--- src/rtl/mem_port_arbiter_if.sv ---
// Requester and byte-memory bundle for mem_port_arbiter.
// master = requesters and memory array, slave = arbiter.
interface mem_port_arbiter_if #(
  parameter int ADDR_W = 8
);
  logic              if_req;
  logic [31:0]       if_addr;
  logic              if_ack;
  logic [31:0]       if_rdata;
  logic              d_req;
  logic              d_we;
  logic [1:0]        d_size;
  logic              d_unsigned;
  logic [31:0]       d_addr;
  logic [31:0]       d_wdata;
  logic              d_ack;
  logic [31:0]       d_rdata;
  logic              d_err;
  logic [ADDR_W-1:0] mem_addr;
  logic              mem_re;
  logic              mem_we;
  logic [7:0]        mem_wdata;
  logic [7:0]        mem_rdata;

  modport master (
    output if_req, if_addr,
    output d_req, d_we, d_size, d_unsigned,
    output d_addr, d_wdata,
    output mem_rdata,
    input  if_ack, if_rdata,
    input  d_ack, d_rdata, d_err,
    input  mem_addr, mem_re, mem_we, mem_wdata
  );

  modport slave (
    input  if_req, if_addr,
    input  d_req, d_we, d_size, d_unsigned,
    input  d_addr, d_wdata,
    input  mem_rdata,
    output if_ack, if_rdata,
    output d_ack, d_rdata, d_err,
    output mem_addr, mem_re, mem_we, mem_wdata
  );
endinterface

--- src/rtl/mem_port_arbiter.sv ---
// Fetch / load-store arbiter serialising words onto a byte memory.
// Define ARB_RR_EN for round-robin instead of data-first priority.
module mem_port_arbiter #(
  parameter int ADDR_W = 8
) (
  input  logic clk,
  input  logic rst_n,
  mem_port_arbiter_if.slave bus,
  output logic busy
);

  typedef enum logic [1:0] {
    IDLE,
    XFER,
    DRAIN,
    ACK
  } state_t;

  state_t            state;
  logic [1:0]        cnt;
  logic [1:0]        last;
  logic              own_d;
  logic              we;
  logic              uns;
  logic [1:0]        size;
  logic [ADDR_W-1:0] base;
  logic [31:0]       wdata;
  logic [31:0]       asm_q;
  logic              grant_d;
  logic [1:0]        nxt;
  logic [1:0]        prv;
  logic [31:0]       word;
  logic              unused_hi;

  assign unused_hi = ^{bus.if_addr[31:ADDR_W],
                       bus.d_addr[31:ADDR_W]};

`ifdef ARB_RR_EN
  logic last_d;

  // last_d = 1 when data won the most recent arbitration
  always_ff @(posedge clk or negedge rst_n) begin
    if (!rst_n) begin
      last_d <= 1'b0;
    end else if (state == IDLE
                 && (bus.d_req || bus.if_req)) begin
      last_d <= grant_d;
    end
  end

  assign grant_d = bus.d_req
                 & (~bus.if_req | ~last_d);
`else
  assign grant_d = bus.d_req;
`endif

  always_comb begin
    nxt  = cnt + 2'd1;
    prv  = cnt - 2'd1;
    word = asm_q;
    word[{cnt, 3'b000} +: 8] = bus.mem_rdata;
  end

  function automatic logic [31:0] ext(
    input logic [31:0] w,
    input logic [1:0]  sz,
    input logic        u
  );
    case (sz)
      2'b00:   ext = {{24{~u & w[7]}}, w[7:0]};
      2'b01:   ext = {{16{~u & w[15]}}, w[15:0]};
      default: ext = w;
    endcase
  endfunction

  always_ff @(posedge clk or negedge rst_n) begin
    if (!rst_n) begin
      state         <= IDLE;
      cnt           <= 2'd0;
      last          <= 2'd0;
      own_d         <= 1'b0;
      we            <= 1'b0;
      uns           <= 1'b0;
      size          <= 2'b00;
      base          <= '0;
      wdata         <= '0;
      asm_q         <= '0;
      busy          <= 1'b0;
      bus.if_ack    <= 1'b0;
      bus.if_rdata  <= '0;
      bus.d_ack     <= 1'b0;
      bus.d_rdata   <= '0;
      bus.d_err     <= 1'b0;
      bus.mem_addr  <= '0;
      bus.mem_re    <= 1'b0;
      bus.mem_we    <= 1'b0;
      bus.mem_wdata <= '0;
    end else begin
      bus.if_ack <= 1'b0;
      bus.d_ack  <= 1'b0;
      bus.d_err  <= 1'b0;
      bus.mem_re <= 1'b0;
      bus.mem_we <= 1'b0;
      case (state)
        IDLE: begin
          if (grant_d) begin
            own_d <= 1'b1;
            we    <= bus.d_we;
            size  <= bus.d_size;
            uns   <= bus.d_unsigned;
            base  <= bus.d_addr[ADDR_W-1:0];
            wdata <= bus.d_wdata;
            cnt   <= 2'd0;
            asm_q <= '0;
            busy  <= 1'b1;
            if (bus.d_size == 2'b11) begin
              state     <= ACK;
              bus.d_ack <= 1'b1;
              bus.d_err <= 1'b1;
            end else begin
              state         <= XFER;
              last          <= {bus.d_size[1],
                                |bus.d_size};
              bus.mem_addr  <= bus.d_addr[ADDR_W-1:0];
              bus.mem_we    <= bus.d_we;
              bus.mem_re    <= ~bus.d_we;
              bus.mem_wdata <= bus.d_wdata[7:0];
            end
          end else if (bus.if_req) begin
            own_d        <= 1'b0;
            we           <= 1'b0;
            size         <= 2'b10;
            uns          <= 1'b0;
            base         <= bus.if_addr[ADDR_W-1:0];
            wdata        <= '0;
            cnt          <= 2'd0;
            last         <= 2'd3;
            asm_q        <= '0;
            busy         <= 1'b1;
            state        <= XFER;
            bus.mem_addr <= bus.if_addr[ADDR_W-1:0];
            bus.mem_re   <= 1'b1;
          end
        end
        XFER: begin
          // read data lags its strobe by one cycle
          if (!we && cnt != 2'd0) begin
            asm_q[{prv, 3'b000} +: 8] <= bus.mem_rdata;
          end
          if (cnt == last) begin
            if (we) begin
              state     <= ACK;
              bus.d_ack <= 1'b1;
            end else begin
              state <= DRAIN;
            end
          end else begin
            cnt           <= nxt;
            bus.mem_addr  <= base + ADDR_W'(nxt);
            bus.mem_we    <= we;
            bus.mem_re    <= ~we;
            bus.mem_wdata <= wdata[{nxt, 3'b000} +: 8];
          end
        end
        DRAIN: begin
          state <= ACK;
          asm_q <= word;
          if (own_d) begin
            bus.d_ack   <= 1'b1;
            bus.d_rdata <= ext(word, size, uns);
          end else begin
            bus.if_ack   <= 1'b1;
            bus.if_rdata <= word;
          end
        end
        ACK: begin
          state <= IDLE;
          busy  <= 1'b0;
        end
        default: begin
          state <= IDLE;
          busy  <= 1'b0;
        end
      endcase
    end
  end

endmodule

--- src/flat_wrapper.sv ---
// flat-port wrapper written by rule: the top's interface ports become plain ports
module mem_port_arbiter_flat 
#(
  parameter int ADDR_W = 8
)
  (clk, rst_n, busy, bus_if_req, bus_if_addr, bus_d_req, bus_d_we, bus_d_size, bus_d_unsigned, bus_d_addr, bus_d_wdata, bus_mem_rdata, bus_if_ack, bus_if_rdata, bus_d_ack, bus_d_rdata, bus_d_err, bus_mem_addr, bus_mem_re, bus_mem_we, bus_mem_wdata);
  mem_port_arbiter_if #(.ADDR_W(ADDR_W)) bus_i ();
  input  logic clk;
  input  logic rst_n;
  output logic busy;
  input wire logic [$bits(bus_i.if_req)-1:0] bus_if_req;
  input wire logic [$bits(bus_i.if_addr)-1:0] bus_if_addr;
  input wire logic [$bits(bus_i.d_req)-1:0] bus_d_req;
  input wire logic [$bits(bus_i.d_we)-1:0] bus_d_we;
  input wire logic [$bits(bus_i.d_size)-1:0] bus_d_size;
  input wire logic [$bits(bus_i.d_unsigned)-1:0] bus_d_unsigned;
  input wire logic [$bits(bus_i.d_addr)-1:0] bus_d_addr;
  input wire logic [$bits(bus_i.d_wdata)-1:0] bus_d_wdata;
  input wire logic [$bits(bus_i.mem_rdata)-1:0] bus_mem_rdata;
  output wire logic [$bits(bus_i.if_ack)-1:0] bus_if_ack;
  output wire logic [$bits(bus_i.if_rdata)-1:0] bus_if_rdata;
  output wire logic [$bits(bus_i.d_ack)-1:0] bus_d_ack;
  output wire logic [$bits(bus_i.d_rdata)-1:0] bus_d_rdata;
  output wire logic [$bits(bus_i.d_err)-1:0] bus_d_err;
  output wire logic [$bits(bus_i.mem_addr)-1:0] bus_mem_addr;
  output wire logic [$bits(bus_i.mem_re)-1:0] bus_mem_re;
  output wire logic [$bits(bus_i.mem_we)-1:0] bus_mem_we;
  output wire logic [$bits(bus_i.mem_wdata)-1:0] bus_mem_wdata;
  assign bus_i.if_req = bus_if_req;
  assign bus_i.if_addr = bus_if_addr;
  assign bus_i.d_req = bus_d_req;
  assign bus_i.d_we = bus_d_we;
  assign bus_i.d_size = bus_d_size;
  assign bus_i.d_unsigned = bus_d_unsigned;
  assign bus_i.d_addr = bus_d_addr;
  assign bus_i.d_wdata = bus_d_wdata;
  assign bus_i.mem_rdata = bus_mem_rdata;
  assign bus_if_ack = bus_i.if_ack;
  assign bus_if_rdata = bus_i.if_rdata;
  assign bus_d_ack = bus_i.d_ack;
  assign bus_d_rdata = bus_i.d_rdata;
  assign bus_d_err = bus_i.d_err;
  assign bus_mem_addr = bus_i.mem_addr;
  assign bus_mem_re = bus_i.mem_re;
  assign bus_mem_we = bus_i.mem_we;
  assign bus_mem_wdata = bus_i.mem_wdata;
  mem_port_arbiter #(.ADDR_W(ADDR_W)) u_core (.clk(clk), .rst_n(rst_n), .bus(bus_i), .busy(busy));
endmodule
--- config.mk ---
export PLATFORM = sky130hd
export DESIGN_NAME = mem_port_arbiter_flat
export DESIGN_NICKNAME = d
export VERILOG_FILES = /design/src/rtl/mem_port_arbiter_if.sv /design/src/rtl/mem_port_arbiter.sv /design/src/flat_wrapper.sv
export SDC_FILE = /design/constraint.sdc
export NUM_CORES = 1
export LEC_CHECK = 0
export BUFFER_PORTS_ARGS = -buffer_cell sky130_fd_sc_hd__buf_4
export CAP_MARGIN = 20
export CORE_UTILIZATION = 38
export DETAILED_ROUTE_END_ITERATION = 10
export HOLD_SLACK_MARGIN = 0.1
export PLACE_DENSITY_LB_ADDON = 0.25
export SLEW_MARGIN = 20
export SYNTH_ARGS = -nofsm -noshare
export SYNTH_HDL_FRONTEND = slang
export SYNTH_SLANG_ARGS = --single-unit
--- constraint.sdc ---
create_clock -name clk -period 3.7 [get_ports clk]
set_input_delay 0.925 -clock clk [delete_from_list [all_inputs] [get_ports clk]]
set_output_delay 0.925 -clock clk [all_outputs]
set_load 0.02 [all_outputs]
Word level (Yosys, flattened, before mapping)
Index checks and enable logic that the tools add are counted.
Word-level totals
  memories kept: 0
  ROM bits: 0
  register bits after elaboration: 169
  latch bits: 0
  output and inout port bits: 86
  bits in writable memories: 0
Cells by class
  multiply operators: 0
  divide/modulo/power cells: 0
  equality and inequality tests: 14
  add/sub/neg operators: 5
  order comparisons: 0
  multiplexer cells: 58
  reductions and logical operators: 20
  bitwise logic cells: 6
  shifts and indexed selects: 5
Operator list (number)
  32-bit two-way mux: 4
  32-bit case mux with 3 select lines: 1
  32-bit bitwise mux: 2
  8-bit two-way mux: 8
  32-bit case mux with 2 select lines: 1
  8-bit by 7-bit variable shift with 32-bit output, first input constant: 2
  8-bit by 7-bit variable part select with 32-bit output: 2
  8-bit case mux with 2 select lines: 2
  32-bit by 6-bit variable part select with 8-bit output: 1
  2-bit two-way mux: 12
  1-bit two-way mux: 22
  5-bit negation with 7-bit output: 2
  2-bit AND reduction: 5
  3-bit AND reduction: 3
  8-bit by 2-bit adder with 8-bit output: 1
  2-bit inequality test, second input constant: 4
  2-bit case mux with 4 select lines: 1
  4-bit AND reduction: 2
  2-bit nonzero test: 4
  2-bit == test, second input constant: 3
  3-bit inequality test, second input constant: 2
  1-bit case mux with 2 select lines: 3
  2-bit by 1-bit == test with 1-bit output, second input constant: 2
  2-bit logical NOT: 2
  other kinds (12): 17

Longest topological paths before layout
  word-level depth: 6
  depth in mapped cells: 10

Least setup slack after synthesis
Ideal clock, no wire load.
  path type: register to register
  start: reg u_core.cnt[0]
  end: reg u_core.bus.mem_addr[6]
  data required time: 3575 ps
  arrival: 2569 ps
  path slack: 1006 ps
  period minus slack after synthesis: 2694 ps
  stages on the path, launching flop included: 11
  path through: dfrtp_1 -> buf_6 -> buf_6 -> buf_4 -> inv_1 -> ha_1 -> fa_1 -> and3_1 -> a311oi_1 -> a211oi_1 -> mux2_4
On the way
  word-level cells in the longest chain between the ends: 4
RTL lines
  start, declared: line mem_port_arbiter.sv:20  | logic [1:0] cnt;
  start signal, assigned: line mem_port_arbiter.sv:158  | cnt <= nxt;
  2-bit by 1-bit adder with 2-bit output: line mem_port_arbiter.sv:58  | nxt = cnt + 2'd1;
  8-bit by 2-bit adder with 8-bit output: line mem_port_arbiter.sv:159  | bus.mem_addr <= base + ADDR_W'(nxt);
  8-bit two-way mux: line mem_port_arbiter.sv:150  | if (cnt == last) begin
  8-bit case mux with 2 select lines: line mem_port_arbiter.sv:104  | case (state)
  end signal, assigned: line mem_port_arbiter.sv:124  | bus.mem_addr <= bus.d_addr[ADDR_W-1:0];
  end signal, assigned: line mem_port_arbiter.sv:141  | bus.mem_addr <= bus.if_addr[ADDR_W-1:0];
  end signal, assigned: line mem_port_arbiter.sv:159
  end, declared: line mem_port_arbiter_if.sv:42  | output mem_addr, mem_re, mem_we, mem_wdata
Parallel ways exist; a longest one is shown, timed or not. The select of a mux whose other input is x is not followed.
A chain may end at the register's enable or synchronous reset.

Final worst setup path
  start: reg u_core.cnt[0]
  end: reg u_core.bus.mem_addr[3]
Same word-level chain as after synthesis.

==> metrics <==
first-pass GRT wire length=35860 um; CTS buffer count=17; flop-to-flop setup slack=between 0.6 and 0.7 ns; vias in the first global route=6609; Slew Limit Fails=0; Root Driver=clkbuf_16; chip width=approximately 150 um; Detailed Route WL=22280 um; DRC=0; fmax=0.3250 GHz; crit path max fanout=21; Syn Area/Cell=approximately 10 sq um; Final HPWL DP=15010 um; # IOs=~200; Cells after Synth=just under 800; RD Place Congestion=between 0.8 and 0.9; Worst Max-Slew Pin Slew=between 0.8 and 0.9 ns; Setup TNS=0 ns; cts hold-fix bufs=0; DIE AREA=roughly 22000 sq um; cells along the critical path=buf_4 -> inv_1 -> ha_1 -> ha_1 -> a21oi_1 -> nor3_1 -> o31a_1 -> mux2_4; CTS Buffer Depth=2; Post-Syn Area=approximately 8300 sq um; 1st-pass router iterations=5; vias=about 6700; CP Launch Type=flip-flop; share of the synthesized area in the top cell type=roughly half; commonest non-fill, non-tap cell in the layout=dfrtp_1; Resized cells post-CTS=0; pin count of the biggest net entering global routing=81; Die Ht=approximately 150 um; Synth Warn #=0; # port buffers=roughly 150; register area share after synthesis=50.93%; top post-synthesis cells by area=dfrtp_1, nand2_1, a22o_1; most frequent CP cell=ha_1; Distinct cells, synth=between 70 and 80; RSZ-0062 raised after global routing=false; post-placement cell count=1179; # fillers=between 2000 and 2500; Detailed Route Iter0 Violations=~460; reg-to-reg endpoint=u_core.bus.mem_addr[3]; grt total ovfl=0; Hold Vio Cnt, Final=0; fraction of layout cells with a size suffix above 1=roughly a quarter; Hold EP=u_core.bus.if_rdata[25]; clk slew on worst S/H paths=about 0.080 ns; Crit path max-delay family=adder cells; worst skew pair latency=0.43 ns; Setup Viol. Count Final=0; Std-Cell Rows=53; FF+latch count, synth=about 170; reg-to-reg startpoint=u_core.cnt[0]; Max transition margin=39.96%; max cap viols=0; Worst setup EP type=flip-flop; Final Cycle Share=83.16%; CP Class=flip-flop to flip-flop; Hold WC Path Type=flip-flop to flip-flop; Pwr Density=924.3 nW/um^2; commonest register cell after synthesis=dfrtp_1; Leakage=approximately 4.8 nW; Finished Core Util=48.40%; core area=21220 sq um; GRT Overall Usage=about a fifth; Worst Path Arrival=around 3.4 ns; final net count=about 1000; drt wl/cell=about 18 um; worst reg-to-reg path cell count=8; H-Tree Level Count=4; initial cell density of the core=about 39%; required time worst endpoint=about 4 ns; TritonCTS clock tree=done; number of setup buffers added after CTS=0; Final Non-Filler Cells=~1200; clk_skew=roughly 0.012 ns; Worst path slowest cell=ha_1; area grow syn2layout=23.69%; commonest cells after routing, fill and taps aside=dfrtp_1, buf_4, nand2_1; Post-synth EDFFs=0; status=finished clean; hold path depth=2; fraction of registers with async set/reset=100.0%; Period minus WS final=between 3 and 4 ns; CTS Sinks=roughly 170; ant diodes=0; Hold Startpoint=u_core.bus.if_rdata[25]; slowest stage delay, CP=0.81 ns; Buf+Inv Stages, Crit Path=2; area leader, netlist=dfrtp_1; via/cell ratio=5.545; VDD IR max=roughly 0.44 mV; initial antenna violation count=0; Mapped Nets=roughly 900; antenna viol nets, final=0
-- stage by stage --
step	area [sq um]	setup WS [ns]	hold slack (ns)	power [mW]
after global placement	9668	0.6797	0.4597	7.686
after CTS	10270	0.6150	0.4812	9.567
after floorplan	8303	1.006	0.4486	6.141
after global routing	10270	0.3816	0.4990	10.12
final	10270	0.6230	0.4758	9.492
after detailed placement	9668	0.6171	0.4642	7.744
-- how the worst max path moves through the flow --
stage | from | to | cells after the start
after floorplan | u_core.cnt[0] | u_core.bus.mem_addr[6] | 10
after global placement | u_core.cnt[0] | u_core.bus.mem_addr[3] | 8
after detailed placement | u_core.cnt[0] | u_core.bus.mem_addr[3] | 8
after CTS | u_core.cnt[0] | u_core.bus.mem_addr[3] | 8
after global routing | u_core.cnt[0] | u_core.bus.mem_addr[3] | 8
final | u_core.cnt[0] | u_core.bus.mem_addr[3] | 8
-- per-layer routing --
layer	wire, um	up-vias	GRT usage [%]
li1	-	3148	-
met4	561	0	7.525
met1	9991	3304	28.26
met3	1319	38	4.360
met5	0	-	0
met2	10400	225	32.29
-- logic make-up (layout without fill, tap and decap cells) --
logic type,count (synthesis),after routing,synth area share (%)
and+or+nand+nor,233,233,12.85
AOI/OAI and AO/OA,253,253,22.23
xor gates and xnor gates,4,4,0.6028
adders and majority gates,13,13,2.049
muxes,43,43,7.218
DFF,169,169,50.93
buffers and inverters,80,221,4.114
-- area by class of cell --
type                            count  area (sq um)  share of cell area (%)
Sequential cell                   169          4229                   41.18
Clock inverter                     15         176.4                   1.718
Multi-Input combinational cell    546          3746                   36.48
Inverter                           23         86.33                  0.8406
Tap cell                          275         344.1                   3.350
Timing Repair Buffer              166          1262                   12.29
Clock buffer                       17         425.4                   4.142
-- where the power goes --
part / internal, mW / leakage [nW] / total [mW] / switching [mW]
sequential: 2.60 / 2.18 / 3.10 / 0.508
combinational: 1.94 / 2.28 / 4.59 / 2.65
clock: 0.916 / 0.288 / 1.80 / 0.880
total: 5.45 / 4.75 / 9.49 / 4.04
-- Yosys cell counts (2+ instances only) --
cell type and number:
a22oi_1 20, mux2_4 8, dfrtp_1 169, nand3_1 5, a211oi_1 2, nand2b_1 3, and2_1 5, a2bb2oi_1 16
o21ai_0 60, nor3b_1 3, nor2b_1 19, nand4_1 2, buf_2 10, nor2_1 35, mux2_2 17, a41o_1 4
inv_1 21, clkbuf_1 37, a21oi_1 22, clkbuf_2 2, clkinv_1 2, o22a_1 9, xor2_2 2, buf_6 3
nand2_1 137, buf_1 4, a22o_1 48, a31oi_1 13, ha_1 12, o21ai_1 8, mux4_2 6, and2b_1 4
o2bb2ai_1 26, mux2i_1 10, or3b_1 2, nor3_1 3, mux4_1 2, or3_1 2, o21a_1 3, a32o_1 6
-- sequential cells by signal (all words and copies together) (netlist names) --
name,cells
u_core.base,8
u_core.cnt,2
u_core.wdata,32
u_core.own_d,1
u_core.bus.d_ack,1
u_core.we,1
u_core.size,2
u_core.bus.d_rdata,32
u_core.bus.mem_addr,8
u_core.busy,1
u_core.bus.if_rdata,32
u_core.asm_q,32
u_core.last,2
u_core.bus.mem_re,1
u_core.bus.mem_we,1
u_core.bus.d_err,1
u_core.bus.mem_wdata,8
u_core.bus.if_ack,1
u_core.uns,1
u_core.state,2
-- tightest hold or removal path: cells and delay by family (launching register included) --
| family | cells | cell delay (ns) |
|---|---|---|
| simple gates | 2 | 0.10 |
| flops | 1 | 0.35 |
No activity file was read; power rests on OpenSTA's default activity.
